`src/rtl/life_run_controller_if.sv`:
```
// Handshake bundle between the button pulse logic, the run controller and the grid engine.
// Optional speedSel signal present only when SPEED_SEL_EN is defined.
interface life_run_controller_if #(
  parameter int unsigned GEN_W = 16
);
  logic             startStopPulse;
  logic             stepPulse;
  logic             clearPulse;
  logic             gridDone;
`ifdef SPEED_SEL_EN
  logic [1:0]       speedSel;
`endif
  logic             stepGo;
  logic             clearGo;
  logic             running;
  logic             busy;
  logic [GEN_W-1:0] genCount;

  modport master (
`ifdef SPEED_SEL_EN
    output speedSel,
`endif
    output startStopPulse,
    output stepPulse,
    output clearPulse,
    output gridDone,
    input  stepGo,
    input  clearGo,
    input  running,
    input  busy,
    input  genCount
  );

  modport slave (
`ifdef SPEED_SEL_EN
    input  speedSel,
`endif
    input  startStopPulse,
    input  stepPulse,
    input  clearPulse,
    input  gridDone,
    output stepGo,
    output clearGo,
    output running,
    output busy,
    output genCount
  );
endinterface

```
`src/rtl/life_run_controller.sv`:
```
// Pause / single-step / free-run / clear sequencer for the Game-of-Life grid engine.
// Define SPEED_SEL_EN to add the speedSel period divider on the interface.
module life_run_controller #(
  parameter int unsigned GEN_PERIOD = 25_000_000,
  parameter int unsigned CNT_W      = 25,
  parameter int unsigned GEN_W      = 16
) (
  input logic                 clk,
  input logic                 reset,
  life_run_controller_if.slave bus
);

  typedef enum logic [2:0] {
    StPaused,
    StRunWait,
    StRunBusy,
    StStepBusy,
    StClrBusy
  } state_e;

  localparam logic [CNT_W-1:0] FullPeriod = CNT_W'(GEN_PERIOD);

  state_e           state_q, state_d;
  logic [CNT_W-1:0] timer_q, timer_d;
  logic [CNT_W-1:0] period_q, period_d;
  logic [GEN_W-1:0] gen_q, gen_d;
  logic             stop_pend_q, stop_pend_d;
  logic             clr_pend_q, clr_pend_d;
  logic             hold_ss_q, hold_ss_d;
  logic             hold_step_q, hold_step_d;
  logic             hold_clr_q, hold_clr_d;
  logic             step_go_q, step_go_d;
  logic             clear_go_q, clear_go_d;
  logic             running_q, running_d;
  logic             busy_q, busy_d;

  logic             issue_step, issue_clear;
  logic             ss_eff, step_eff, clr_eff;
  logic [CNT_W-1:0] sel_period;

  // Pulses arriving with a done are replayed next cycle against the post-done state.
  assign ss_eff   = bus.startStopPulse | hold_ss_q;
  assign step_eff = bus.stepPulse      | hold_step_q;
  assign clr_eff  = bus.clearPulse     | hold_clr_q;

`ifdef SPEED_SEL_EN
  logic [CNT_W-1:0] shifted_period;
  assign shifted_period = FullPeriod >> {bus.speedSel, 1'b0};
  assign sel_period     = (shifted_period < CNT_W'(2)) ? CNT_W'(2) : shifted_period;
`else
  assign sel_period = FullPeriod;
`endif

  always_ff @(posedge clk) begin
    if (reset) begin
      state_q     <= StPaused;
      timer_q     <= '0;
      period_q    <= FullPeriod;
      gen_q       <= '0;
      stop_pend_q <= 1'b0;
      clr_pend_q  <= 1'b0;
      hold_ss_q   <= 1'b0;
      hold_step_q <= 1'b0;
      hold_clr_q  <= 1'b0;
      step_go_q   <= 1'b0;
      clear_go_q  <= 1'b0;
      running_q   <= 1'b0;
      busy_q      <= 1'b0;
    end else begin
      state_q     <= state_d;
      timer_q     <= timer_d;
      period_q    <= period_d;
      gen_q       <= gen_d;
      stop_pend_q <= stop_pend_d;
      clr_pend_q  <= clr_pend_d;
      hold_ss_q   <= hold_ss_d;
      hold_step_q <= hold_step_d;
      hold_clr_q  <= hold_clr_d;
      step_go_q   <= step_go_d;
      clear_go_q  <= clear_go_d;
      running_q   <= running_d;
      busy_q      <= busy_d;
    end
  end

  always_comb begin
    state_d     = state_q;
    timer_d     = timer_q;
    period_d    = period_q;
    gen_d       = gen_q;
    stop_pend_d = stop_pend_q;
    clr_pend_d  = clr_pend_q;
    hold_ss_d   = 1'b0;
    hold_step_d = 1'b0;
    hold_clr_d  = 1'b0;
    issue_step  = 1'b0;
    issue_clear = 1'b0;

    unique case (state_q)
      StPaused: begin
        if (clr_eff) begin
          state_d     = StClrBusy;
          issue_clear = 1'b1;
        end else if (ss_eff) begin
          state_d    = StRunBusy;
          issue_step = 1'b1;
        end else if (step_eff) begin
          state_d    = StStepBusy;
          issue_step = 1'b1;
        end
      end

      StRunWait: begin
        if (clr_eff) begin
          state_d     = StClrBusy;
          issue_clear = 1'b1;
          timer_d     = '0;
        end else if (ss_eff) begin
          state_d = StPaused;
          timer_d = '0;
        end else if (timer_q == period_q - 1'b1) begin
          state_d    = StRunBusy;
          issue_step = 1'b1;
          timer_d    = '0;
        end else begin
          timer_d = timer_q + 1'b1;
        end
      end

      StRunBusy, StStepBusy, StClrBusy: begin
        if (bus.gridDone) begin
          hold_ss_d   = ss_eff;
          hold_step_d = step_eff;
          hold_clr_d  = clr_eff;
          stop_pend_d = 1'b0;
          clr_pend_d  = 1'b0;
          gen_d       = (state_q == StClrBusy) ? '0 : gen_q + 1'b1;
          if (clr_pend_q) begin
            state_d     = StClrBusy;
            issue_clear = 1'b1;
          end else if (state_q == StRunBusy && !stop_pend_q) begin
            state_d  = StRunWait;
            timer_d  = '0;
            period_d = sel_period;
          end else begin
            state_d = StPaused;
          end
        end else begin
          if (clr_eff) clr_pend_d = 1'b1;
          if (ss_eff && state_q == StRunBusy) stop_pend_d = ~stop_pend_q;
        end
      end

      default: state_d = StPaused;
    endcase
  end

  always_comb begin
    step_go_d  = issue_step;
    clear_go_d = issue_clear;
    running_d  = (state_d == StRunWait) || (state_d == StRunBusy);
    busy_d     = (state_d == StRunBusy) || (state_d == StStepBusy) || (state_d == StClrBusy);
  end

  assign bus.stepGo   = step_go_q;
  assign bus.clearGo  = clear_go_q;
  assign bus.running  = running_q;
  assign bus.busy     = busy_q;
  assign bus.genCount = gen_q;

endmodule

```
`src/flat_wrapper.sv`:
```
// flat-port wrapper written by rule: the top's interface ports become plain ports
module life_run_controller_flat 
#(
  parameter int unsigned GEN_PERIOD = 25_000_000,
  parameter int unsigned CNT_W      = 25,
  parameter int unsigned GEN_W      = 16
)
  (clk, reset, bus_startStopPulse, bus_stepPulse, bus_clearPulse, bus_gridDone, bus_stepGo, bus_clearGo, bus_running, bus_busy, bus_genCount);
  life_run_controller_if #(.GEN_W(GEN_W)) bus_i ();
  input logic clk;
  input logic reset;
  input wire logic [$bits(bus_i.startStopPulse)-1:0] bus_startStopPulse;
  input wire logic [$bits(bus_i.stepPulse)-1:0] bus_stepPulse;
  input wire logic [$bits(bus_i.clearPulse)-1:0] bus_clearPulse;
  input wire logic [$bits(bus_i.gridDone)-1:0] bus_gridDone;
  output wire logic [$bits(bus_i.stepGo)-1:0] bus_stepGo;
  output wire logic [$bits(bus_i.clearGo)-1:0] bus_clearGo;
  output wire logic [$bits(bus_i.running)-1:0] bus_running;
  output wire logic [$bits(bus_i.busy)-1:0] bus_busy;
  output wire logic [$bits(bus_i.genCount)-1:0] bus_genCount;
  assign bus_i.startStopPulse = bus_startStopPulse;
  assign bus_i.stepPulse = bus_stepPulse;
  assign bus_i.clearPulse = bus_clearPulse;
  assign bus_i.gridDone = bus_gridDone;
  assign bus_stepGo = bus_i.stepGo;
  assign bus_clearGo = bus_i.clearGo;
  assign bus_running = bus_i.running;
  assign bus_busy = bus_i.busy;
  assign bus_genCount = bus_i.genCount;
  life_run_controller #(.GEN_PERIOD(GEN_PERIOD), .CNT_W(CNT_W), .GEN_W(GEN_W)) u_core (.clk(clk), .reset(reset), .bus(bus_i));
endmodule
```
`config.mk`:
```
export PLATFORM = sky130hd
export DESIGN_NAME = life_run_controller_flat
export DESIGN_NICKNAME = d
export VERILOG_FILES = /design/src/rtl/life_run_controller_if.sv /design/src/rtl/life_run_controller.sv /design/src/flat_wrapper.sv
export SDC_FILE = /design/constraint.sdc
export NUM_CORES = 1
export LEC_CHECK = 0
export CAP_MARGIN = 10
export CORE_MARGIN = 10
export CORE_UTILIZATION = 56
export DETAILED_ROUTE_END_ITERATION = 16
export PLACE_DENSITY_LB_ADDON = 0.12
export SLEW_MARGIN = 10
export SYNTH_ARGS = -nofsm -noshare
export SYNTH_HDL_FRONTEND = slang
export SYNTH_SLANG_ARGS = --single-unit
```
`constraint.sdc`:
```
create_clock -name clk -period 2.6 [get_ports clk]
set_clock_uncertainty 0.1 [all_clocks]
set_input_delay 0.52 -clock clk [delete_from_list [all_inputs] [get_ports clk]]
set_output_delay 0.52 -clock clk [all_outputs]
set_load 0.05 [all_outputs]
```
==> key figures, run 1 <==
Status
  • Status: completed

GRT
  • Vias in the first global route: around 2000
  • Antenna violations before repair: 0
  • Total gr overflow: 0
  • Gr busiest metal: met2
  • GRT met2 Usage: 0.2328
  • Grt met1 use: 0.1748
  • Largest net degree at the start of global routing: 26
  • GRT Total Usage: 0.1431
  • Global Route met3 Usage: 0.04271
  • First-pass GRT wire length: 9.073 mm

Timing
  • Max-slew headroom: 0.2831
  • Post-layout min period: 2.263 ns
  • Setup WS post-layout: 0.3370 ns
  • Peak Freq: 441.9 MHz
  • Slew Limit Fails: 0
  • RSZ-0062 raised after global routing: no
  • Slew @ Worst Pin: around 1.1 ns
  • Period utilisation layout: 0.8704
  • Final TNS setup: 0 ns
  • Worst hold slack: between 0.4 and 0.5 ns
  • Final setup fails: 0
  • Fin. Hold Viols: 0

Final layout
  • Final std cells w/o fill: 381
  • Fin util: 0.6787
  • Area growth, synth to finish: 16.34%
  • Fin area: slightly below 3000 sq um
  • NumNets Final: 336
  • Diode count: 0
  • Share of layout cells above drive strength 1: 0.06991

Clock tree
  • CTS-repair resized insts: 0
  • Clock Path Buffers: 2
  • H-tree depth: 2
  • Postcts setup bufs: 0
  • Clock tree sinks: 53
  • Hold buffers post-CTS: 0
  • Worst skew pair latency: around 0.32 ns
  • Worst-path clk slew: about 0.10 ns
  • Clk root buf: clkbuf_8
  • TritonCTS buffer count: 5
  • CTS tree: yes

Worst setup path
  • Crit path depth: 1
  • CP startpoint: u_core.bus.genCount[7]
  • Setup crit end kind: output port
  • CP max-delay cell: clkdlybuf4s50_1
  • Slowest stage delay, CP: between 0.8 and 0.9 ns
  • R2r endpoint: u_core.timer_q[24]
  • WP data required: around 2.0 ns
  • Crit path capture: bus_genCount[7]
  • Critical Path Start Type: flip-flop
  • Flop2flop setup slack: 0.45 ns
  • CP arrival: 1.64 ns
  • RR Startpoint: u_core.state_q[1]
  • Crit-path leading delay family: buffers and inverters
  • Critical path class: reg2out
  • Critical path buffers and inverters: 1
  • Crit path cell chain: clkdlybuf4s50_1
  • R2R depth: 5
  • Worst-path fanout max: 7

Detailed routing
  • First drt pass iteration count: 4
  • DR iter-0 viols: 79
  • Wirelength per Cell: between 10 and 15 um
  • Vias: 2184
  • Via/cell ratio: between 5 and 6
  • Post-route DRC: 0
  • Final WL: 5.323 mm
  • DRT antenna net count: 0

Pwr
  • Lkg Pwr: approximately 1.0 nW
  • Sequential Power Share: 0.557
  • Sw Share: 0.2797
  • Total chip power: between 1.5 and 2 mW
  • Pint: ~1.1 mW
  • Clock power frac: 0.316
  • Psw: 0.4281 mW
  • Peak supply drop: approximately 0.32 mV
  • Combinational power share: 0.127
  • Power per Cell Area: 514.4 nW/um^2

Place
  • HPWL Detailed: between 3 and 4 mm
  • DP Worst Slack: 0.08371 ns
  • GPL Wtd Cong: roughly 0.86
  • Number of port buffers: 25
  • DP Area: roughly 2900 sq um
  • Placed Cells: ~370

Floorplan
  • Core area: approximately 4400 sq um
  • I/O pin total: 26
  • Die area: 7670 sq um
  • Die height: just under 90 um
  • Initial Utilization: 0.5833
  • Cell row count: 24
  • Die Wd: between 80 and 90 um

Flow run
  • Max-cap violation count: 0

Logic synthesis
  • Most frequent cell after synthesis: dfxtp_1
  • Synth cell types: 43
  • EDFF count, synth: 0
  • Sequential area share after synthesis: 0.4149
  • Mapped Cells: 300
  • Commonest cells post-synth: dfxtp_1 (53), nor2_1 (44), nand2_1 (26), xor2_1 (21), a21oi_1 (16)
  • Cell area after synthesis: approximately 2600 sq um
  • Synth top area cells: dfxtp_1 (41%), xor2_1 (7.2%), nor2_1 (6.5%)
  • Post-synth ARST share: 0
  • Syn avg cell area: ~8.5 sq um
  • Dominant cell type by area after synthesis: dfxtp_1
  • Seq cells post-synth: between 50 and 60
  • Syn_nets: ~310
  • Synth Warn #: 0
  • Synth Flop Type: dfxtp_1
  • Share of the synthesized area in the top cell type: 0.4149

Min path
  • Worst min-delay path class: reg2reg
[cell usage in the layout (no fill, tap or decap), types with 2 or more instances in the layout]
master	netlist	final
a211oi_1	3	3
a21o_1	3	3
a21oi_1	16	16
and2_1	4	4
and3_1	11	11
and4_1	6	6
buf_4	2	5
clkbuf_8	0	5
clkdlybuf4s50_1	0	25
dfxtp_1	53	53
ha_1	2	2
inv_1	2	2
inv_6	0	2
nand2_1	26	26
nand2b_1	2	2
nand3_1	12	12
nand3b_1	2	2
nand4_1	15	15
nor2_1	44	44
nor2b_1	3	3
nor3_1	14	14
nor3b_4	2	2
nor4_1	3	3
o21a_1	2	2
o21ai_0	10	10
o31ai_1	2	2
or3_1	6	6
xnor2_1	11	11
xor2_1	21	21
[cells by family (layout without fill, tap and decap cells)]
family,after synthesis,in the layout,synth area share
AOI/OAI and AO/OA,44,44,0.1150
xor gates and xnor gates,32,32,0.1096
adders and majority gates,2,2,0.009783
buffers and inverters,12,41,0.02201
DFF,53,53,0.4149
and+or+nand+nor,157,157,0.3288
[worst min path at each step]
stage / startpoint / end / cells after the start
finish: u_core.bus.genCount[10] / u_core.bus.genCount[10] / 2
global route: u_core.timer_q[1] / u_core.timer_q[1] / 2
CTS: u_core.timer_q[24] / u_core.timer_q[24] / 2
detailed placement: u_core.timer_q[24] / u_core.timer_q[24] / 2
global placement: u_core.timer_q[1] / u_core.timer_q[1] / 2
floorplan: u_core.timer_q[1] / u_core.timer_q[1] / 2
[power groups by stage]
| stage | combinational (mW) | clock, mW | sequential [mW] |
|---|---|---|---|
| 3_5_place_dp | 0.194 | 0 | 0.871 |
| 2_1_floorplan | 0.119 | 0 | 0.884 |
| 6_report | 0.194 | 0.484 | 0.852 |
| 4_1_cts | 0.194 | 0.505 | 0.852 |
| 5_1_grt | 0.213 | 0.528 | 0.856 |
| 3_3_place_gp | 0.191 | 0 | 0.870 |
[sequential cells by signal, indices dropped and copies added (netlist names)]
register	cells
u_core.bus.stepGo	1
u_core.bus.clearGo	1
u_core.state_q	3
u_core.bus.running	1
u_core.bus.busy	1
u_core.hold_clr_q	1
u_core.stop_pend_q	1
u_core.clr_pend_q	1
u_core.bus.genCount	16
u_core.hold_step_q	1
u_core.hold_ss_q	1
u_core.timer_q	25
[layer usage]
metal	part of all wire	vias up
li1	-	1124
met1	0.47	1005
met2	0.46	47
met3	0.063	8
met4	0.014	0
met5	0	-
[cell type report]
type	instances	area [sq um]
Multi-Input combinational cell	235	1440
Fill cell	384	1409
Sequential cell	53	1061
Timing Repair Buffer	31	307.8
Clock buffer	5	68.82
Tap cell	52	65.06
Clock inverter	3	25.02
Inverter	2	7.507
(Power assumes the default switching activity.)
==> run 2: changes to the inputs <==
Settings changed: CORE_UTILIZATION 56 to 60, DONT_BUFFER_PORTS set to 1, HOLD_SLACK_MARGIN set to 0.03.
==> run 2 against run 1 <==
  * Power shrank 3.0%
  * Highest routed layer unchanged
  * Largest power group unchanged
  * First-iteration DRC count rose by 65%
  * Utilization is 0.31 points higher
  * Combinational power down 29%
  * Critical endpoint is now u_core.timer_q[19]
  * Via count decreased by 2.1%
==> key figures, run 2 (same netlist as run 1, synthesis figures left out) <==
Pwr
  • Peak supply drop: 0.4414 mV (+38%)
  • Lkg Pwr: 0.9926 nW (-4.6%)
  • Power per Cell Area: 536.5 nW/um^2 (+4.3%)
  • Total chip power: 1.484 mW (-3.0%)

Final layout
  • Final std cells w/o fill: 362 (-5.0%)
  • Area of the multi-input gates: 1440 sq um (unchanged)
  • Share of layout cells above drive strength 1: 0.09936 (+0.02945)
  • Register with the most flip-flops: u_core.timer_q
  • Diode count: 0 (unchanged)
  • Area growth, synth to finish: 8.170%
  • Commonest non-fill, non-tap cell in the layout: dfxtp_1
  • Fillers: 348 (-9.4%)
  • NumNets Final: 319 (-5.1%)
  • Fin util: 0.6818 (+0.003123)
  • Most frequent cells in the layout: dfxtp_1 (53), nor2_1 (44), nand2_1 (26), xor2_1 (21), a21oi_1 (16)
  • Reg area: 1061 sq um (unchanged)
  • Max reg flops: 25 (unchanged)

Timing
  • Slew Limit Fails: 0 (unchanged)
  • Slew @ Worst Pin: 0.5861 ns (-0.4870 ns)
  • Final TNS setup: 0 ns (unchanged)
  • Post-layout min period: 2.167 ns (-0.09583 ns)
  • Fin. Hold Viols: 0 (unchanged)
  • Final setup fails: 0 (unchanged)
  • Max-slew headroom: 0.6087 (+0.3256)
  • Setup WS post-layout: 0.4328 ns (+0.09584 ns)
  • RSZ-0062 raised after global routing: no
  • Period utilisation layout: 0.8335 (-0.03686)
  • Peak Freq: 461.4 MHz (+4.4%)

Clock tree
  • H-tree depth: 2 (unchanged)
  • Worst-path clk slew: 0.10 ns (about the same)
  • Postcts setup bufs: 0 (unchanged)
  • Clock Path Buffers: 2 (unchanged)
  • TritonCTS buffer count: 5 (unchanged)
  • Hold buffers post-CTS: 0 (unchanged)
  • CTS-repair resized insts: 0 (unchanged)
  • Worst skew pair latency: 0.31 ns (about the same)
  • Clock tree sinks: 53 (unchanged)
  • Clk root buf: clkbuf_8
  • CTS tree: yes

Worst setup path
  • R2r endpoint: u_core.timer_q[19]
  • R2R depth: 5 (unchanged)
  • Critical Path Start Type: flip-flop
  • WP data required: 2.71 ns (+0.73 ns)
  • Setup crit end kind: flip-flop
  • CP arrival: 2.28 ns (+0.64 ns)
  • RR Startpoint: u_core.state_q[1]
  • Critical path class: reg2reg
  • Flop2flop setup slack: 0.43 ns (-0.02 ns)
  • Worst-path fanout max: 15 (+8)

GRT
  • First-pass GRT wire length: 9.356 mm (+3.1%)
  • Largest net degree at the start of global routing: 18 (-31%)
  • Total gr overflow: 0 (unchanged)
  • Antenna violations before repair: 0 (unchanged)
  • Vias in the first global route: 1991 (-0.90%)
  • GRT Total Usage: 0.1515 (+0.008386)

Detailed routing
  • Vias: 2138 (-2.1%)
  • Via/cell ratio: 5.906 (+3.0%)
  • Wirelength per Cell: 14.71 um (+5.3%)
  • Post-route DRC: 0 (unchanged)
  • DRT antenna net count: 0 (unchanged)
  • DR iter-0 viols: 130 (+65%)
  • Final WL: 5.325 mm (about the same)
  • First drt pass iteration count: 4 (unchanged)

Place
  • DP Worst Slack: 0.4091 ns (+0.3254 ns)
  • Number of port buffers: 0 (-100%)
  • Placed Cells: 354 (-5.1%)
  • GPL Wtd Cong: 0.8013 (-6.3%)
  • HPWL Detailed: 3.834 mm (-1.7%)

Min path
  • HP Start: reset
  • Hold Path Sink: u_core.state_q[0]
  • Hold path cells: 1 (-1)
  • Worst min-delay path class: in2reg

Floorplan
  • Cell row count: 23 (-4.2%)
  • Die height: 85.29 um (-2.6%)
  • I/O pin total: 26 (unchanged)
  • Die Wd: 85.29 um (-2.6%)
  • Initial Utilization: 0.6303 (+0.04695)
  • Core area: 4058 sq um (-7.4%)
  • Die area: 7274 sq um (-5.2%)

Status
  • Status: completed

Flow run
  • Max-cap violation count: 0 (unchanged)
-- run 2: changes by cell type in the layout (fill, tap and decap cells not counted) --
cell	change
clkinv_2	+1
buf_4	+9
buf_12	-1
inv_6	-1
clkdlybuf4s50_1	-25
-- run 2: power breakdown --
part           total, mW  internal (mW)  switching [mW]
sequential         0.875          0.829          0.0454
combinational      0.137         0.0530          0.0835
clock              0.473          0.192           0.281
total               1.48           1.07           0.410
-- run 2: final cells by class --
type / instances / area share
clock buffers: 5 / 0.02488
clock inverters: 3 / 0.007689
inverters: 2 / 0.002714
multi-input cells: 235 / 0.5206
flip-flops and latches: 53 / 0.3835
well taps: 50 / 0.02261
repair buffers: 14 / 0.03799
-- run 2: layer usage --
| metal | wire length (um) | vias up | GRT usage |
|---|---|---|---|
| li1 | - | 1090 | - |
| met1 | 2376 | 989 | 0.1888 |
| met3 | 381 | 4 | 0.05449 |
| met2 | 2539 | 55 | 0.2323 |
| met5 | 0 | - | 0 |
| met4 | 28 | 0 | 0.05838 |
-- run 2: worst max-delay path, cell delays in order, from the launching register on --
cell     delay, ns
dfxtp_1       0.64
nor3b_4       0.38
a22oi_2       0.24
nor4_1        0.47
xnor2_1       0.17
nor2_1        0.06
-- run 2: stage by stage --
stage / hold slack [ns] / area [sq um]
floorplan: 0.3574 / 2557
global placement: 0.3745 / 2676
detailed placement: 0.3814 / 2676
CTS: 0.1485 / 2766
global route: 0.1345 / 2766
finish: 0.1577 / 2766
-- run 2: worst max-delay path by stage --
stage,from,end
after CTS,u_core.state_q[1],u_core.timer_q[11]
after global routing,u_core.state_q[1],u_core.timer_q[19]
final,u_core.state_q[1],u_core.timer_q[19]
after global placement,bus_startStopPulse,u_core.timer_q[24]
after floorplan,bus_startStopPulse,u_core.bus.running
after detailed placement,bus_startStopPulse,u_core.timer_q[22]
==> patch, RTL diff (settings of run 1) <==
`GEN_W` is set to 16 in 3 places; all go to 24.
--- a/src/rtl/life_run_controller_if.sv
+++ b/src/rtl/life_run_controller_if.sv
@@ -1,7 +1,7 @@
 // Handshake bundle between the button pulse logic, the run controller and the grid engine.
 // Optional speedSel signal present only when SPEED_SEL_EN is defined.
 interface life_run_controller_if #(
-  parameter int unsigned GEN_W = 16
+  parameter int unsigned GEN_W = 24
 );
   logic             startStopPulse;
   logic             stepPulse;
--- a/src/rtl/life_run_controller.sv
+++ b/src/rtl/life_run_controller.sv
@@ -3,7 +3,7 @@
 module life_run_controller #(
   parameter int unsigned GEN_PERIOD = 25_000_000,
   parameter int unsigned CNT_W      = 25,
-  parameter int unsigned GEN_W      = 16
+  parameter int unsigned GEN_W      = 24
 ) (
   input logic                 clk,
   input logic                 reset,
--- a/src/flat_wrapper.sv
+++ b/src/flat_wrapper.sv
@@ -3,7 +3,7 @@
 #(
   parameter int unsigned GEN_PERIOD = 25_000_000,
   parameter int unsigned CNT_W      = 25,
-  parameter int unsigned GEN_W      = 16
+  parameter int unsigned GEN_W      = 24
 )
   (clk, reset, bus_startStopPulse, bus_stepPulse, bus_clearPulse, bus_gridDone, bus_stepGo, bus_clearGo, bus_running, bus_busy, bus_genCount);
   life_run_controller_if #(.GEN_W(GEN_W)) bus_i ();
Interface: changed (resized bus_genCount); port bits go from 26 to 34. The function was not compared with the original's and may differ.
==> patch against run 1 <==
Worst setup slack lost 0.12 ns; first-iteration DRC count increased by 57%; register-to-register slack got worse by 0.09 ns; sequential cell count rose by 8; fmax shrank 4.9%; largest cell class unchanged; final area grew 17%; clock power up 48%; total power increased by 23%; die area increased by 10%; area after synthesis increased by 13%; wire length increased by 8.4%; combinational power hardly changed; non-clock buffer count up 12.
==> patch: results (changes against run 1) <==
CTS max path bufs -> 2 (unchanged)
Main synth FF type -> dfxtp_1
VDD IR max -> 0.000532 V (+67%)
Post-DP Area -> 3300 um^2 (+15%)
post-detail-place hpwl -> 4130 um (+5.8%)
WL/cell -> 12.9 um (-7.4%)
DR pass1 iterations -> 4 (unchanged)
Root Buffer -> clkbuf_8
Leak -> 1.17 nW (+12%)
Post CTS Setup Buffer Count -> 0 (unchanged)
H-tree levels -> 3 (+1)
Synth warnings -> 0 (unchanged)
global-route wire length before repair -> 9630 um (+6.1%)
nets -> 381 (+13%)
GRT Total Usage -> 13.4% (-0.93 points)
vias in the first global route -> 2176 (+8.3%)
Synth area leaders -> dfxtp_1 42%, xor2_1 6.6%, nor2_1 5.4%
GP Congestion -> 0.841 (-1.6%)
post-CTS sizing -> 0 (unchanged)
DRT iter0 DRCs -> 124 (+57%)
share of cells above drive strength 1 -> 8.78% (+1.8 points)
Async S/R FF share, synth -> 0% (unchanged)
total vias in the final route -> 2441 (+12%)
number of flip-flops in the largest register -> 25 (unchanged)
clk_lat worst skew -> 0.32 ns (about the same)
Worst-path clk slew -> 0.07 ns (-0.03 ns)
Max FO, Critical Path -> 3 (-4)
Buffers on Ports -> 33 (+32%)
Synthesized Nets -> 344 (+12%)
Final Cycle Share -> 91.5% (+4.5 points)
status -> complete, no violations
commonest cells in the netlist -> 61 x dfxtp_1, 42 x nor2_1, 24 x nand2_1, 22 x a21oi_1, 22 x xor2_1
Hold Path Class -> register to register
antenna violations before repair -> 0 (unchanged)
number of diodes -> 0 (unchanged)
Biggest register -> u_core.timer_q
worst slew pin tran -> 0.507 ns (-0.566 ns)
CTS buffer count -> 9 (+4)
Yosys cell types -> 51 (+19%)
CP arrival -> 2.53 ns (+0.89 ns)
largest net degree at the start of global routing -> 26 (unchanged)
register area share after synthesis -> 42.1% (+0.62 points)
-- patch: cell type report --
type	instances	area, um^2
Clock buffer	12	155
Clock inverter	2	10.0
Fill cell	450	1610
Inverter	7	26.3
Multi-Input combinational cell	251	1560
Sequential cell	61	1220
Tap cell	70	87.6
Timing Repair Buffer	43	405
-- patch: cells by family (layout without fill, tap and decap cells) --
kind of cell / after synthesis / count (layout) / synth area share, %
simple gates: 163 / 163 / 31.4
flops: 61 / 61 / 42.1
compound gates: 51 / 51 / 11.0
xor+xnor: 34 / 34 / 10.3
buf+inv: 24 / 64 / 4.06
fa+ha+maj: 2 / 2 / 0.863
mux: 1 / 1 / 0.345
-- patch: power by group --
part	internal, mW	switching, mW	leakage (nW)
logic	0.0739	0.120	0.586
registers	0.953	0.0210	0.493
clock network	0.384	0.330	0.0881
total	1.41	0.471	1.17
-- patch: path summary, 6_finish.rpt --
check	cells past startpoint	endpoint	slack [ns]	startpoint
max	7	u_core.timer_q[9]	0.22	bus_startStopPulse
min reg2reg	2	u_core.timer_q[21]	0.39	u_core.timer_q[21]
min	2	u_core.timer_q[21]	0.39	u_core.timer_q[21]
max reg2reg	6	u_core.timer_q[13]	0.36	u_core.state_q[1]
-- patch: metal layers --
layer  share of wire [%]  up-vias  track usage (%)  wire (um)
met2                  44       45             21.2       2550
met4                0.88        0             5.78         51
met3                 5.0        4             3.91        286
met1                  50     1114             16.5       2880
met5                   0        -                0          0
li1                    -     1278                -          -
-- patch: worst max-delay path, stage by stage --
cell and delay (ns):
clkdlybuf4s50_1 0.43, nor4_1 0.46, and3_2 0.24, o21ai_0 0.09, buf_4 0.15, or4_1 0.49, a21oi_1 0.15
-- patch: stage by stage --
step	instances	worst slack (ns)	utilization (%)
2_1_floorplan	336	0.370	-
3_3_place_gp	432	-0.0368	65.1
3_5_place_dp	432	-0.0767	65.1
4_1_cts	446	0.265	68.3
5_1_grt	446	0.165	68.3
6_report	446	0.221	68.3
